`config.mk`:
```
export PLATFORM = sky130hd
export DESIGN_NAME = man_jump_release
export DESIGN_NICKNAME = d
export VERILOG_FILES = /design/src/rtl/jump_pkg.sv /design/src/rtl/frame_tick_gen.sv /design/src/rtl/man_jump_release.sv
export SDC_FILE = /design/constraint.sdc
export NUM_CORES = 1
export LEC_CHECK = 0
export BUFFER_PORTS_ARGS = -buffer_cell sky130_fd_sc_hd__buf_2
export CORE_MARGIN = 8
export CORE_UTILIZATION = 30
export DETAILED_ROUTE_END_ITERATION = 7
export PLACE_DENSITY_LB_ADDON = 0.25
export SYNTH_ARGS = -nofsm -noshare
export SYNTH_HDL_FRONTEND = slang
export SYNTH_SLANG_ARGS = --single-unit
export TNS_END_PERCENT = 50
```
`constraint.sdc`:
```
create_clock -name clk_machine -period 2.4 [get_ports clk_machine]
set_input_delay 0.12 -clock clk_machine [delete_from_list [all_inputs] [get_ports clk_machine]]
set_output_delay 0.12 -clock clk_machine [all_outputs]
set_load 0.03 [all_outputs]
```
`src/rtl/jump_pkg.sv`:
```
// Shared definitions for the jump datapath: top-level state codes, the
// release-block FSM encoding and default trajectory/tick constants.
package jump_pkg;

  // Top-level game state codes, shared with the squeeze counter and top FSM.
  typedef enum logic [2:0] {
    TOP_IDLE = 3'd0,
    TOP_ACCU = 3'd1,
    TOP_JUMP = 3'd2,
    TOP_LAND = 3'd3,
    TOP_OVER = 3'd4
  } top_state_e;

  // Local FSM of the jump-release block. MJ_RECOIL is only reachable when
  // the landing recoil feature is compiled in.
  typedef enum logic [1:0] {
    MJ_IDLE   = 2'd0,
    MJ_FLIGHT = 2'd1,
    MJ_RECOIL = 2'd2
  } mj_state_e;

  localparam int unsigned V0_DEFAULT     = 8;
  localparam int unsigned TICK_W_DEFAULT = 20;

  // Number of frames a jump lasts: vy runs V0 .. -V0 inclusive.
  function automatic int unsigned flight_frames(input int unsigned v0);
    return 2 * v0 + 1;
  endfunction

  // Signed vy register width: must hold +V0 and -(V0+1) after the last step.
  function automatic int unsigned vy_width(input int unsigned v0);
    return $clog2(v0) + 2;
  endfunction

endpackage

```
`src/rtl/frame_tick_gen.sv`:
```
// Free-running frame-tick divider: one single-cycle tick every 2^TICK_W
// clocks, asserted while the counter is all-ones.
module frame_tick_gen
  import jump_pkg::*;
#(
  parameter int unsigned TICK_W = TICK_W_DEFAULT
) (
  input  logic clk_i,
  input  logic rst_ni,
  output logic tick_o
);

  logic [TICK_W-1:0] cnt_q;

  // Wrap-around counter; the all-ones value marks the frame boundary.
  always_ff @(posedge clk_i or negedge rst_ni) begin
    if (!rst_ni) begin
      cnt_q <= '0;
    end else begin
      cnt_q <= cnt_q + TICK_W'(1);
    end
  end

  assign tick_o = &cnt_q;

endmodule

```
`src/rtl/man_jump_release.sv`:
```
// Jump release: latches the squeeze level on the ACCU->JUMP transition and
// plays out a frame-stepped ballistic trajectory (o_dx, o_dy), reporting
// touchdown with a one-cycle o_land pulse.
// Optional landing recoil is enabled by defining MAN_JUMP_RECOIL_EN.
module man_jump_release
  import jump_pkg::*;
#(
  parameter int unsigned TICK_W = TICK_W_DEFAULT,
  parameter int unsigned V0     = V0_DEFAULT,
  parameter int unsigned DX_W   = 10,
  parameter int unsigned DY_W   = 8
) (
  input  logic            clk_machine,
  input  logic            rst_machine,
  input  logic [2:0]      state,
  input  logic [2:0]      squeeze_lvl,
  output logic [DX_W-1:0] o_dx,
  output logic [DY_W-1:0] o_dy,
  output logic            o_jumping,
  output logic            o_land,
  output logic [2:0]      o_squeeze_man
);

  localparam int unsigned FRAMES = flight_frames(V0);
  localparam int unsigned VY_W   = vy_width(V0);
  localparam int unsigned FR_W   = $clog2(FRAMES + 1);

  logic tick;

  mj_state_e               fsm_q, fsm_d;
  logic [2:0]              prev_state_q;
  logic [2:0]              charge_q, charge_d;
  logic signed [VY_W-1:0]  vy_q, vy_d;
  logic [FR_W-1:0]         frame_q, frame_d;
  logic [DX_W-1:0]         dx_q, dx_d;
  logic [DY_W-1:0]         dy_q, dy_d;
  logic                    jumping_q, jumping_d;
  logic                    land_q, land_d;
  logic                    take_off;

`ifdef MAN_JUMP_RECOIL_EN
  localparam logic [2:0] RECOIL_LVL = 3'd3;
  logic [2:0]            sqz_q, sqz_d;
`endif

  frame_tick_gen #(
    .TICK_W (TICK_W)
  ) u_frame_tick (
    .clk_i  (clk_machine),
    .rst_ni (rst_machine),
    .tick_o (tick)
  );

  // Take-off is the ACCU->JUMP edge of the top FSM, seen on the edge it happens.
  assign take_off = (prev_state_q == TOP_ACCU) && (state == TOP_JUMP);

  // Next-state and datapath update; every register holds unless told otherwise.
  always_comb begin
    fsm_d     = fsm_q;
    charge_d  = charge_q;
    vy_d      = vy_q;
    frame_d   = frame_q;
    dx_d      = dx_q;
    dy_d      = dy_q;
    jumping_d = jumping_q;
    land_d    = 1'b0;
`ifdef MAN_JUMP_RECOIL_EN
    sqz_d     = sqz_q;
`endif

    case (fsm_q)
      MJ_IDLE: begin
        // A tick on the take-off edge is deliberately not applied.
        if (take_off) begin
          fsm_d     = MJ_FLIGHT;
          charge_d  = squeeze_lvl;
          vy_d      = VY_W'(V0);
          frame_d   = '0;
          dx_d      = '0;
          dy_d      = '0;
          jumping_d = 1'b1;
        end
      end

      MJ_FLIGHT: begin
        if (state != TOP_JUMP) begin
          // Aborted jump: drop to the ground line, keep horizontal progress.
          fsm_d     = MJ_IDLE;
          dy_d      = '0;
          jumping_d = 1'b0;
        end else if (tick) begin
          dx_d    = dx_q + DX_W'(charge_q) + DX_W'(1);
          // Sign-extended vy added modulo 2^DY_W; the true result is never negative.
          dy_d    = dy_q + DY_W'(vy_q);
          vy_d    = vy_q - VY_W'(1);
          frame_d = frame_q + FR_W'(1);
          if (frame_q == FR_W'(FRAMES - 1)) begin
            land_d    = 1'b1;
            jumping_d = 1'b0;
`ifdef MAN_JUMP_RECOIL_EN
            fsm_d     = MJ_RECOIL;
            sqz_d     = RECOIL_LVL;
`else
            fsm_d     = MJ_IDLE;
`endif
          end
        end
      end

`ifdef MAN_JUMP_RECOIL_EN
      MJ_RECOIL: begin
        // Recoil runs to completion; aborts and new take-offs are ignored.
        if (tick) begin
          sqz_d = sqz_q - 3'd1;
          if (sqz_q == 3'd1) begin
            fsm_d = MJ_IDLE;
          end
        end
      end
`endif

      default: begin
        fsm_d = MJ_IDLE;
      end
    endcase
  end

  // State register plus registered outputs, cleared asynchronously.
  always_ff @(posedge clk_machine or negedge rst_machine) begin
    if (!rst_machine) begin
      fsm_q        <= MJ_IDLE;
      prev_state_q <= TOP_IDLE;
      charge_q     <= '0;
      vy_q         <= '0;
      frame_q      <= '0;
      dx_q         <= '0;
      dy_q         <= '0;
      jumping_q    <= 1'b0;
      land_q       <= 1'b0;
    end else begin
      fsm_q        <= fsm_d;
      prev_state_q <= state;
      charge_q     <= charge_d;
      vy_q         <= vy_d;
      frame_q      <= frame_d;
      dx_q         <= dx_d;
      dy_q         <= dy_d;
      jumping_q    <= jumping_d;
      land_q       <= land_d;
    end
  end

`ifdef MAN_JUMP_RECOIL_EN
  // Recoil level register, only present with the recoil feature.
  always_ff @(posedge clk_machine or negedge rst_machine) begin
    if (!rst_machine) begin
      sqz_q <= '0;
    end else begin
      sqz_q <= sqz_d;
    end
  end

  assign o_squeeze_man = sqz_q;
`else
  assign o_squeeze_man = 3'd0;
`endif

  assign o_dx      = dx_q;
  assign o_dy      = dy_q;
  assign o_jumping = jumping_q;
  assign o_land    = land_q;

endmodule

```
# After elaboration in Yosys (flattened, before gate mapping)
# Cells that the tools add are included.
op_classes:
  n_addsub: 6
  n_eq_ne: 10
  muxes: 30
  reduce_logical: 9
op_table:
  columns: ["operator", "count"]
  rows:
  - ["$mux 10", 3]
  - ["$mux 5", 6]
  - ["$mux 8", 3]
  - ["$add 20x1->20 const B", 1]
  - ["$pmux 10 s2", 1]
  - ["$pmux 5 s2", 2]
  - ["$reduce_and 20->1", 1]
  - ["$pmux 8 s2", 1]
  - ["$add 10x1->10 const B", 1]
  - ["$add 10x3->10", 1]
  - ["$add 8x8->8", 1]
  - ["$mux 1", 8]
  - ["$mux 2", 4]
  - ["$reduce_and 4->1", 2]
  - ["$ne 2x2->1 const B", 3]
  - ["$ne 3x3->1 const B", 2]
  - ["$reduce_and 3->1", 2]
  - ["$add 5x1->5 const B", 1]
  - ["$eq 5x5->1 const B", 1]
  - ["$sub 5x2->5 const B", 1]
  - ["$pmux 2 s2", 1]
  - ["$eq 3x1->1 const B", 1]
  - ["$eq 3x2->1 const B", 1]
  - ["$ne 3x2->1 const B", 1]
  - ["6 further kinds", 6]
totals:
  register_bits: 58
  inputBits: 8
  output_inout_bits: 23
  wordCells: 65

# Longest topological paths before layout
# Gate-level depths: netlist of run 1.
depth:
  ltp_word: 5
  ltp_mapped: 9

# Modules after synthesis
# From an unflattened synthesis of run 1, not the netlist that was laid out.
hier_totals:
  hier_cells: 274
  hier_area_um2: 2912.8
by_module_without_submodules:
  columns: ["module", "n_inst", "cells_per_inst", "area_per_inst_um2", "seq_area_each_um2"]
  rows:
  - ["man_jump_release", 1, 201, 2031.9, 900.9]
  - ["frame_tick_gen", 1, 73, 880.8, 500.5]

# Worst setup path after synthesis of run 1
# Ideal clock, no wire load.
synth_path:
  kind: "reg2reg"
  start: "register o_jumping (netlist name)"
  end: "register dx_q[3], in the netlist o_dx[3]"
  arrival_ns: 2.061
  required_ns: 2.282
  slack_ns: 0.221
  path_stages_with_launch: 8
  synth_period_minus_slack_ns: 2.179
  path_cell_list: "dfrtp_1 > clkbuf_1 > inv_2 > nor2_4 > and4_1 > buf_2 > mux2_2 > a21o_1"
synth_lines:
  columns: ["element", "line", "rtl"]
  rows:
  - ["to (signal assigned)", "man_jump_release.sv:136", "dx_q <= '0;"]
  - ["to (signal assigned)", "man_jump_release.sv:146", "dx_q <= dx_d;"]
  - ["to (decl)", "man_jump_release.sv:35", "logic [DX_W-1:0] dx_q, dx_d;"]

# Worst setup path after layout of run 1
layout_path:
  start: "input state[0]"
  end: "register dy_q[6], in the netlist o_dy[6]"
layout_via:
  elab_chain_len: 4
  elab_cells_between_ends: 8
layout_rtl:
  columns: ["element", "line", "rtl"]
  rows:
  - ["from (decl)", "man_jump_release.sv:15", "input logic [2:0] state,"]
  - ["$eq 3x2->1", "man_jump_release.sv:55", "assign take_off = (prev_state_q == TOP_ACCU) && (state == TOP_JUMP);"]
  - ["$logic_and 1x1->1", "man_jump_release.sv:55", null]
  - ["$ne 2x2->1 (no line)", null, null]
  - ["$reduce_and 3->1 (no line)", null, null]
  - ["to (signal assigned)", "man_jump_release.sv:147", "dy_q <= dy_d;"]
  - ["to (decl)", "man_jump_release.sv:36", "logic [DY_W-1:0] dy_q, dy_d;"]
# Several ways; a longest one is shown, not always the timed one.
# A chain may end at the register's enable or synchronous reset.

==> impl.org, run 1 <==
** Clock tree
- CTS tree :: yes
- The clock tree synthesis step divided the H-tree into 2 levels.
- The tree is rooted in a sky130_fd_sc_hd__clkbuf_8.
- TritonCTS Sinks :: 56
- Clock-pin slew was measured on the worst setup and hold paths at 120 ps.
- Clock latency at the later pin of the worst-skew pair :: 320 ps
- CTS max path bufs :: 2
- Once the clock tree was built, the setup fixing pass inserted 0 buffers.
- Clock tree synthesis inserted a total of 5 buffers.

** Logic synthesis
- The synthesized design spends more area on one cell type than any other, namely sky130_fd_sc_hd__dfrtp_1.
- Number of distinct library cells after synthesis :: 54
- Simple-gate area share of the yosys netlist :: 21.7%
- Synthesized-area fraction occupied by adder cells :: 7.14%
- Flip-flop and latch count after synthesis :: 56
- Multiplexer area fraction after synthesis :: 2.12%
- Sequential cells were found to cover 46.5% of the synthesized design area.
- Synthesis handed over a netlist of 300 instances.
- The most used flip-flop cell after synthesis is sky130_fd_sc_hd__dfrtp_1.
- After Yosys synthesis, XOR and XNOR cells account for 8.14% of the synthesized area.
- Counting flops with a built-in enable in the synthesized netlist gives 0.
- Share of the synthesized area in compound gates (AO/OA/AOI/OAI) :: 10.2%
- After synthesis, the largest family of logic cells by area is simple AND/OR/NAND/NOR gates.
- During synthesis, Yosys emitted a total of 0 warnings.
- Summed over its instances, the top area cell type makes up 46.5% of the synthesized netlist area.
- By area the synthesized netlist is led by sky130_fd_sc_hd__dfrtp_1 (46%), sky130_fd_sc_hd__ha_1 (5.8%), sky130_fd_sc_hd__nand2_1 (4.4%).
- Share of flip-flops with an asynchronous set or reset after synthesis :: 100%
- Syn_area_per_cell :: 10.0 µm²
- The mapped netlist covers 3010 µm².

** Worst setup path
- The critical path goes through dlygate4sd3_1 -> buf_2 -> or3b_1 -> or2_1 -> or4_1 -> nand3_1 -> mux2_1.
- Highest fanout seen on the critical path :: 7
- The worst setup path is of the in2reg kind.
- STA puts the critical path data required time at 2660 ps.
- Worst path slowest cell :: sky130_fd_sc_hd__or3b_1
- FF-to-FF Start :: u_frame_tick.cnt_q[0]$_DFF_PN0_
- In this run the critical register-to-register path is captured at o_dx[3]$_DFFE_PN0P_.
- Critical Path Start Type :: primary input
- Measured in cells, the most critical reg-to-reg path has a length of 6.
- The worst register-to-register path has a setup slack of 260 ps.
- At the worst endpoint, the arrival time is 2450 ps.
- STA classifies the critical path endpoint as a flip-flop.
- Delay contributed by the slowest stage of the critical path :: 550 ps

** Pwr
- Net switching power of the design :: 0.483 mW
- Worst IR drop on VDD :: 0.000278 V
- Summing internal, switching and leakage power gives 1.73 mW.
- Internal portion of total power :: 1.25 mW
- In this run switching power makes up 27.9% of total power.
- Relative contribution of the clock network to total power :: 32.4%
- Sequential cells burn 57.7% of the power.
- Dividing total power by cell area gives a power density of 496 nW/µm².
- Combinational logic is responsible for 9.9% of the overall power.
- The analysis attributes to cell leakage a power of 1.64 nW.

** Global routing
- Pin count of the biggest net entering global routing :: 21
- Number of global-route vias before repair :: 2207
- Summed over all layers, the global routing overflow is 0.
- The first global-routing pass estimated 10.9 mm of wire.
- Antenna violations before repair :: 0
- Global-route usage over all layers :: 10.1%

** STA
- For the pin with the worst max-slew slack, the measured transition is 652 ps.
- Aggregate negative setup slack :: 0 ps
- The number of max-slew violations in the final report is 0.
- Least setup slack across all paths after layout :: 208 ps
- Hold timing on the final database bottoms out at a slack of 248 ps.
- The final critical path takes up 91.3% of the cycle.
- Final Hold Violating Endpoints :: 0
- # setup viols final :: 0
- Measured against its own limit, the worst slew margin works out to 56.6%.
- Derived from the worst setup path, the maximum achievable clock frequency is 0.456 GHz.
- Counting I/O delays and the setup requirement, the final critical path takes 2190 ps.
- Between clock sinks in the finished design, the worst skew comes to 13.9 ps.
- Setup repair after global routing left no endpoint under its margin.

** Worst hold path
- Min-Delay Path Class :: in2async

** Drt
- The pre-antenna-repair detailed-routing pass consisted of 4 iterations.
- Summed over all layers, the routed wires come to 6.44 mm.
- Dividing the detail-routed via count by the number of cells gives 4.72.
- In this run the remaining antenna-violating nets after routing total 0.
- Violation count after the first detailed-routing iteration :: 84
- The detailed router placed 2241 vias in this run.
- Dividing the detail-routed wire length by the instance count gives 13.6 µm.
- Number of DRC violations after detailed routing :: 0

** Place
- Worst setup slack after placement :: 263 ps
- After legalization and detailed placement, the total HPWL measured 4.74 mm.
- Final weighted congestion in routability-driven placement :: 0.764
- In this run the tool buffered the top-level ports with 27 buffer cells.

** Cells and area
- 0 antenna diodes ended up in the layout.
- Fraction of layout cells with a size suffix above 1 :: 16.4%
- Area Growth Syn to Fin :: 16.0%
- Counting the fill cells in the layout gives 1011.
- Nets :: 365
- Cells fill 35.8% of the core in the end.

** Floorplanning
- The die covers 13500 µm².
- Area of the placeable core :: 9770 µm²
- The die is 116 µm wide.
- Height of the die :: 116 µm
- 31 I/O pins were placed.
- Row Count :: 36
- Starting density of the core :: 30.8%

** Flow run
- The tool flagged a number of max-cap violations equal to 0.

** Outcome
- Outcome :: complete, no violations
[flip-flops by register name, summed over array words and instances (netlist names)]
name / count
charge_q: 3
vy_q: 5
frame_q: 5
o_dx: 10
o_land: 1
prev_state_q: 3
o_jumping: 1
u_frame_tick.cnt_q: 20
o_dy: 8
[what timing repair did]
action | CTS | global route
gates resized for setup | 0 | 0
endpoints found under the setup margin | 0 | 0
endpoints found under the hold margin | 22 | 0
hold buffers | 7 | 0
[worst max path at each step]
stage                     endpoint                            start  depth (start not counted)  slack, ps
2_1_floorplan  o_dx[3]$_DFFE_PN0P_            o_jumping$_DFFE_PN0P_                          7        220
3_3_place_gp   o_dy[6]$_DFFE_PN0P_              vy_q[0]$_DFFE_PN0P_                          7        260
3_5_place_dp   o_dx[8]$_DFFE_PN0P_  u_frame_tick.cnt_q[0]$_DFF_PN0_                          7        260
4_1_cts        o_dy[2]$_DFFE_PN0P_                         state[0]                          7        190
5_1_grt        o_dx[7]$_DFFE_PN0P_  u_frame_tick.cnt_q[0]$_DFF_PN0_                          7         80
6_report       o_dy[6]$_DFFE_PN0P_                         state[0]                          7        210
[cell usage after synthesis, drive strengths merged, types with 6 or more instances]
master / number
nand2: 35
dfrtp: 56
inv: 15
nand4: 7
xor2: 13
nand3: 27
xnor2: 15
clkbuf: 6
o21ai: 16
nor3: 8
buf: 6
ha: 14
nor2: 14
[routing by layer]
layer | part of all wire [%] | global-route usage [%]
met4 | 1.1 | 2.59
met3 | 3.1 | 2.12
met1 | 49 | 13.3
met2 | 47 | 16.5
met5 | 0 | 0
[layout make-up]
type / count / area [µm²] / area share, %
sequential: 56 / 1400 / 40.1
clock inverter: 3 / 25.0 / 0.716
inverter: 15 / 56.3 / 1.61
clock buffer: 5 / 68.8 / 1.97
tap: 133 / 166 / 4.76
multi-input combinational: 219 / 1500 / 42.8
timing repair buffer: 44 / 280 / 8.02
[layout by cell type (no fill, tap or decap), types with 5 or more instances in the layout]
cell type / n
sky130_fd_sc_hd__ha_1: 14
sky130_fd_sc_hd__o21ai_0: 5
sky130_fd_sc_hd__a21o_1: 5
sky130_fd_sc_hd__clkbuf_8: 5
sky130_fd_sc_hd__o21ai_1: 11
sky130_fd_sc_hd__nand3_1: 26
sky130_fd_sc_hd__buf_4: 10
sky130_fd_sc_hd__nand2_1: 35
sky130_fd_sc_hd__dfrtp_1: 56
sky130_fd_sc_hd__a21oi_1: 5
sky130_fd_sc_hd__nor3_1: 7
sky130_fd_sc_hd__nor2_1: 13
sky130_fd_sc_hd__nand4_1: 6
sky130_fd_sc_hd__dlygate4sd3_1: 7
sky130_fd_sc_hd__buf_2: 27
sky130_fd_sc_hd__inv_1: 14
sky130_fd_sc_hd__xor2_1: 13
sky130_fd_sc_hd__xnor2_1: 15
[kinds of logic (layout without fill, tap and decap cells)]
logic type / Yosys count / count (layout)
AO/OA/AOI/OAI: 46 / 46
flip-flops: 56 / 56
buffers and inverters: 27 / 67
other: 1 / 3
AND/OR/NAND/NOR: 120 / 120
multiplexers: 6 / 6
adder cells (fa/ha/maj): 16 / 16
XOR/XNOR: 28 / 28
[metrics by stage]
step	instances	area [µm²]
after detailed placement	460	3330
after global placement	460	3330
after floorplan	302	3020
after CTS	475	3500
after global routing	475	3500
final	475	3500
[power by group through the flow]
stage,combinational [mW],clock (mW),sequential (mW)
floorplan,0.0882,0,1.04
global placement,0.166,0,1.02
detailed placement,0.168,0,1.02
CTS,0.177,0.580,1.00
global route,0.198,0.608,1.00
finish,0.172,0.561,1.00
[critical path: cells and delay by family]
| kind | cells | cell delay (ps) |
|---|---|---|
| buffers and inverters | 2 | 650 |
| multiplexers | 1 | 120 |
| AND/OR/NAND/NOR | 4 | 1550 |
No activity file was read; power rests on OpenSTA's default activity.
==> inputs of run 2 (changes only) <==
Settings changed: REMOVE_ABC_BUFFERS set to 1.
==> run 2 against run 1 <==
  * Clock skew fell by 3.0 ps
  * Setup slack worse by 81 ps
  * Critical path depth did not move
  * First-iteration DRC count fell by 45%
  * Clock power rose by 28%
  * Largest cell class unchanged
==> impl.org, run 2 (synthesis gave the netlist of run 1 again) <==
** Outcome
- The run finished with clean final reports.

** Clock tree
- Total number of H-tree levels :: 2
- CTS tree :: yes
- Clock-pin slew of the registers on the worst-case setup and hold paths :: 100 ps
- CTS root buf :: sky130_fd_sc_hd__clkbuf_8
- TritonCTS created 5 clock buffers.
- Clock latency at the later pin of the worst-skew pair :: 310 ps
- No sink is reached through more buffers than the 2 on the longest clock path.
- Counting every sink on the clock net gives 56.

** Pwr
- Gate power share :: 9.0%
- Internal portion of total power :: 1.45 mW
- The worst-case IR drop observed on VDD is 0.000356 V.
- Relative contribution of the clock network to total power :: 38.1%
- In this run, flip-flops and latches consume 52.9% of the power.
- Net switching power of the design :: 0.443 mW
- In this run the power density over the cells is 532 nW/µm².
- The analysis attributes to cell leakage a power of 1.66 nW.
- Net switching is 23.4% of the power.

** Worst setup path
- Arrival time of data at the critical path endpoint :: 2470 ps
- Delay contributed by the slowest stage of the critical path :: 560 ps
- Worst Path Class, Setup :: reg2reg
- Worst Setup SP :: u_frame_tick.cnt_q[0]$_DFF_PN0_
- Worst path buffer plus inverter count :: 2
- Worst R2R End :: o_dy[6]$_DFFE_PN0P_
- Cell type with the highest occurrence count on the critical path :: sky130_fd_sc_hd__buf_4
- Worst path slowest cell :: sky130_fd_sc_hd__a221oi_4
- For the worst flop-to-flop path, the logic depth is 7.
- STA classifies the critical path startpoint as a flip-flop.
- The setup check on the worst reg-to-reg path leaves a slack of 130 ps.
- Critical path's top delay family :: compound AO/OA/AOI/OAI gates
- Critical path required time :: 2600 ps
- The critical path goes through ha_1 -> nand4_1 -> nor4_4 -> buf_4 -> buf_4 -> a221oi_4 -> mux2_1.
- FF-to-FF Start :: u_frame_tick.cnt_q[0]$_DFF_PN0_
- Along the worst path, the maximum fanout reaches 15.
- STA classifies the critical path endpoint as a flip-flop.
- The critical path runs through a total of 7 cells.
- Worst setup path endpoint :: o_dy[6]$_DFFE_PN0P_

** STA
- Max Clock Freq :: 0.440 GHz
- Summed over all failing endpoints, the final setup total negative slack is 0 ps.
- The number of max-slew violations in the final report came to 0.
- For the pin with the worst max-slew slack, the measured transition is 718 ps.
- Part of the cycle the worst path needs :: 94.7%
- Minimum period implied by the final worst setup slack :: 2270 ps
- Setup repair after global routing left no endpoint under its margin.
- Largest clock skew in the final design :: 10.9 ps
- # setup viols final :: 0
- Relative max-transition margin :: 52.1%
- The count of final hold-check violations was 0.

** Cells and area
- Area Growth Syn to Fin :: 17.6%
- Leaving out fill and tap cells, the most frequent cell in the layout is sky130_fd_sc_hd__dfrtp_1.
- Diode insertion count for antenna repair :: 0
- Final Cell Area :: 3550 µm²
- The register with the most flip-flops in the layout has 20 of them.
- The post-route netlist has 16.7% of its cells at a drive strength greater than 1.
- Nets :: 365
- Most used cells in the layout excluding fill and tap cells :: sky130_fd_sc_hd__dfrtp_1 (56), sky130_fd_sc_hd__nand2_1 (35), sky130_fd_sc_hd__buf_2 (27)
- Register with the most flip-flops :: u_frame_tick.cnt_q

** Drt
- Via count :: 2232
- In the routed layout, each cell is associated on average with a via count of 4.71.
- Before antenna repair, the detailed router went through 6 iterations.
- After detailed routing, the number of remaining DRC violations is 0.
- The detailed router finished its first iteration with 46 violations.
- Routed WL :: 6.31 mm
- Final antenna-violating net count :: 0
- After detailed routing, the average wire length per cell comes to 13.3 µm.

** Global routing
- Global-route usage over all layers :: 10.0%
- Antenna violations before repair :: 0
- Entering global routing, the biggest net connects 57 pins.
- Number of global-route vias before repair :: 2202
- The first global-routing pass estimated 11.0 mm of wire.
- Total grt overflow :: 0

** Place
- Summed over all nets, the half-perimeter wirelength after detailed placement is 4.52 mm.
- Final weighted congestion in routability-driven placement :: 0.731
- Port buffering added 27 buffers.
- Placed instance area :: 3320 µm²

** Floorplanning
- Die area :: 13500 µm²
- Top-level I/O count :: 31
- Starting density of the core :: 30.8%
- In this run the core area contains 36 standard-cell rows.
- The die is 116 µm tall.
- Die X :: 116 µm
- Area of the placeable core :: 9770 µm²

** Worst hold path
- Min-Delay Path Class :: in2reg
- Hold_sp :: squeeze_lvl[0]

** Flow run
- Across the run, the number of max-cap violations was 0.
run 2: cell count changes in the layout (fill, tap and decap cells not counted):
cell / delta
sky130_fd_sc_hd__a221oi_4: +1
sky130_fd_sc_hd__dlygate4sd3_1: -1
sky130_fd_sc_hd__inv_6: -2
sky130_fd_sc_hd__bufinv_16: +2
sky130_fd_sc_hd__nor4_2: +1
sky130_fd_sc_hd__a221oi_2: -1
sky130_fd_sc_hd__clkinvlp_4: -1
sky130_fd_sc_hd__buf_4: +1
sky130_fd_sc_hd__nor4_1: -1
run 2: per-layer routing:
layer  global-route usage, %  up-vias  part of all wire (%)
li1                        -     1130                     -
met5                       0        -                     0
met1                    13.1     1075                    48
met3                    2.12        5                   3.3
met2                    16.3       22                    48
met4                    2.59        0                   1.1
run 2: power by group through the flow:
stage	Clock (mW)	Combinational, mW	Sequential (mW)
2_1_floorplan	0	0.0821	1.04
3_5_place_dp	0	0.166	1.02
3_3_place_gp	0	0.165	1.02
6_report	0.719	0.169	0.999
4_1_cts	0.747	0.174	1.00
5_1_grt	0.776	0.194	1.01
run 2: layout make-up:
class                           instances  area [µm²]
Clock buffer                            5        68.8
Clock inverter                          2        60.1
Fill cell                            1008        6230
Inverter                               15        56.3
Multi-Input combinational cell        219        1520
Sequential cell                        56        1400
Tap cell                              133         166
Timing Repair Buffer                   44         278
run 2: worst min-delay path by stage:
stage	endpoint	slack, ps	cells past startpoint
2_1_floorplan	charge_q[0]$_DFFE_PN0P_	-180	0
3_3_place_gp	prev_state_q[0]$_DFF_PN0_	240	1
3_5_place_dp	prev_state_q[2]$_DFF_PN0_	240	1
4_1_cts	charge_q[0]$_DFFE_PN0P_	4	3
5_1_grt	charge_q[0]$_DFFE_PN0P_	30	3
6_report	charge_q[0]$_DFFE_PN0P_	9	3
run 2: per-stage QoR:
stage	util, %	cells	total power [mW]	hold WS, ps	setup slack (ps)
floorplan	-	290	1.12	-176	263
global placement	33.9	458	1.18	241	225
detailed placement	33.9	458	1.18	241	173
CTS	35.9	471	1.92	3.62	5.04
global route	36.3	474	1.98	30.6	9.29
finish	36.3	474	1.89	9.17	128
run 2: worst register-to-register path: stages, from the launching register on:
cell,delay (ps)
sky130_fd_sc_hd__dfrtp_1,420
sky130_fd_sc_hd__ha_1,250
sky130_fd_sc_hd__nand4_1,180
sky130_fd_sc_hd__nor4_4,70
sky130_fd_sc_hd__buf_4,160
sky130_fd_sc_hd__buf_4,140
sky130_fd_sc_hd__a221oi_4,560
sky130_fd_sc_hd__mux2_1,390
run 2: what timing repair did:
| item | CTS | global route |
|---|---|---|
| setup endpoints to repair | 0 | 7 |
| buffers inserted | 0 | 3 |
| endpoints found under the hold margin | 61 | 0 |
| resized for setup | 0 | 2 |
| hold buffers | 6 | 0 |
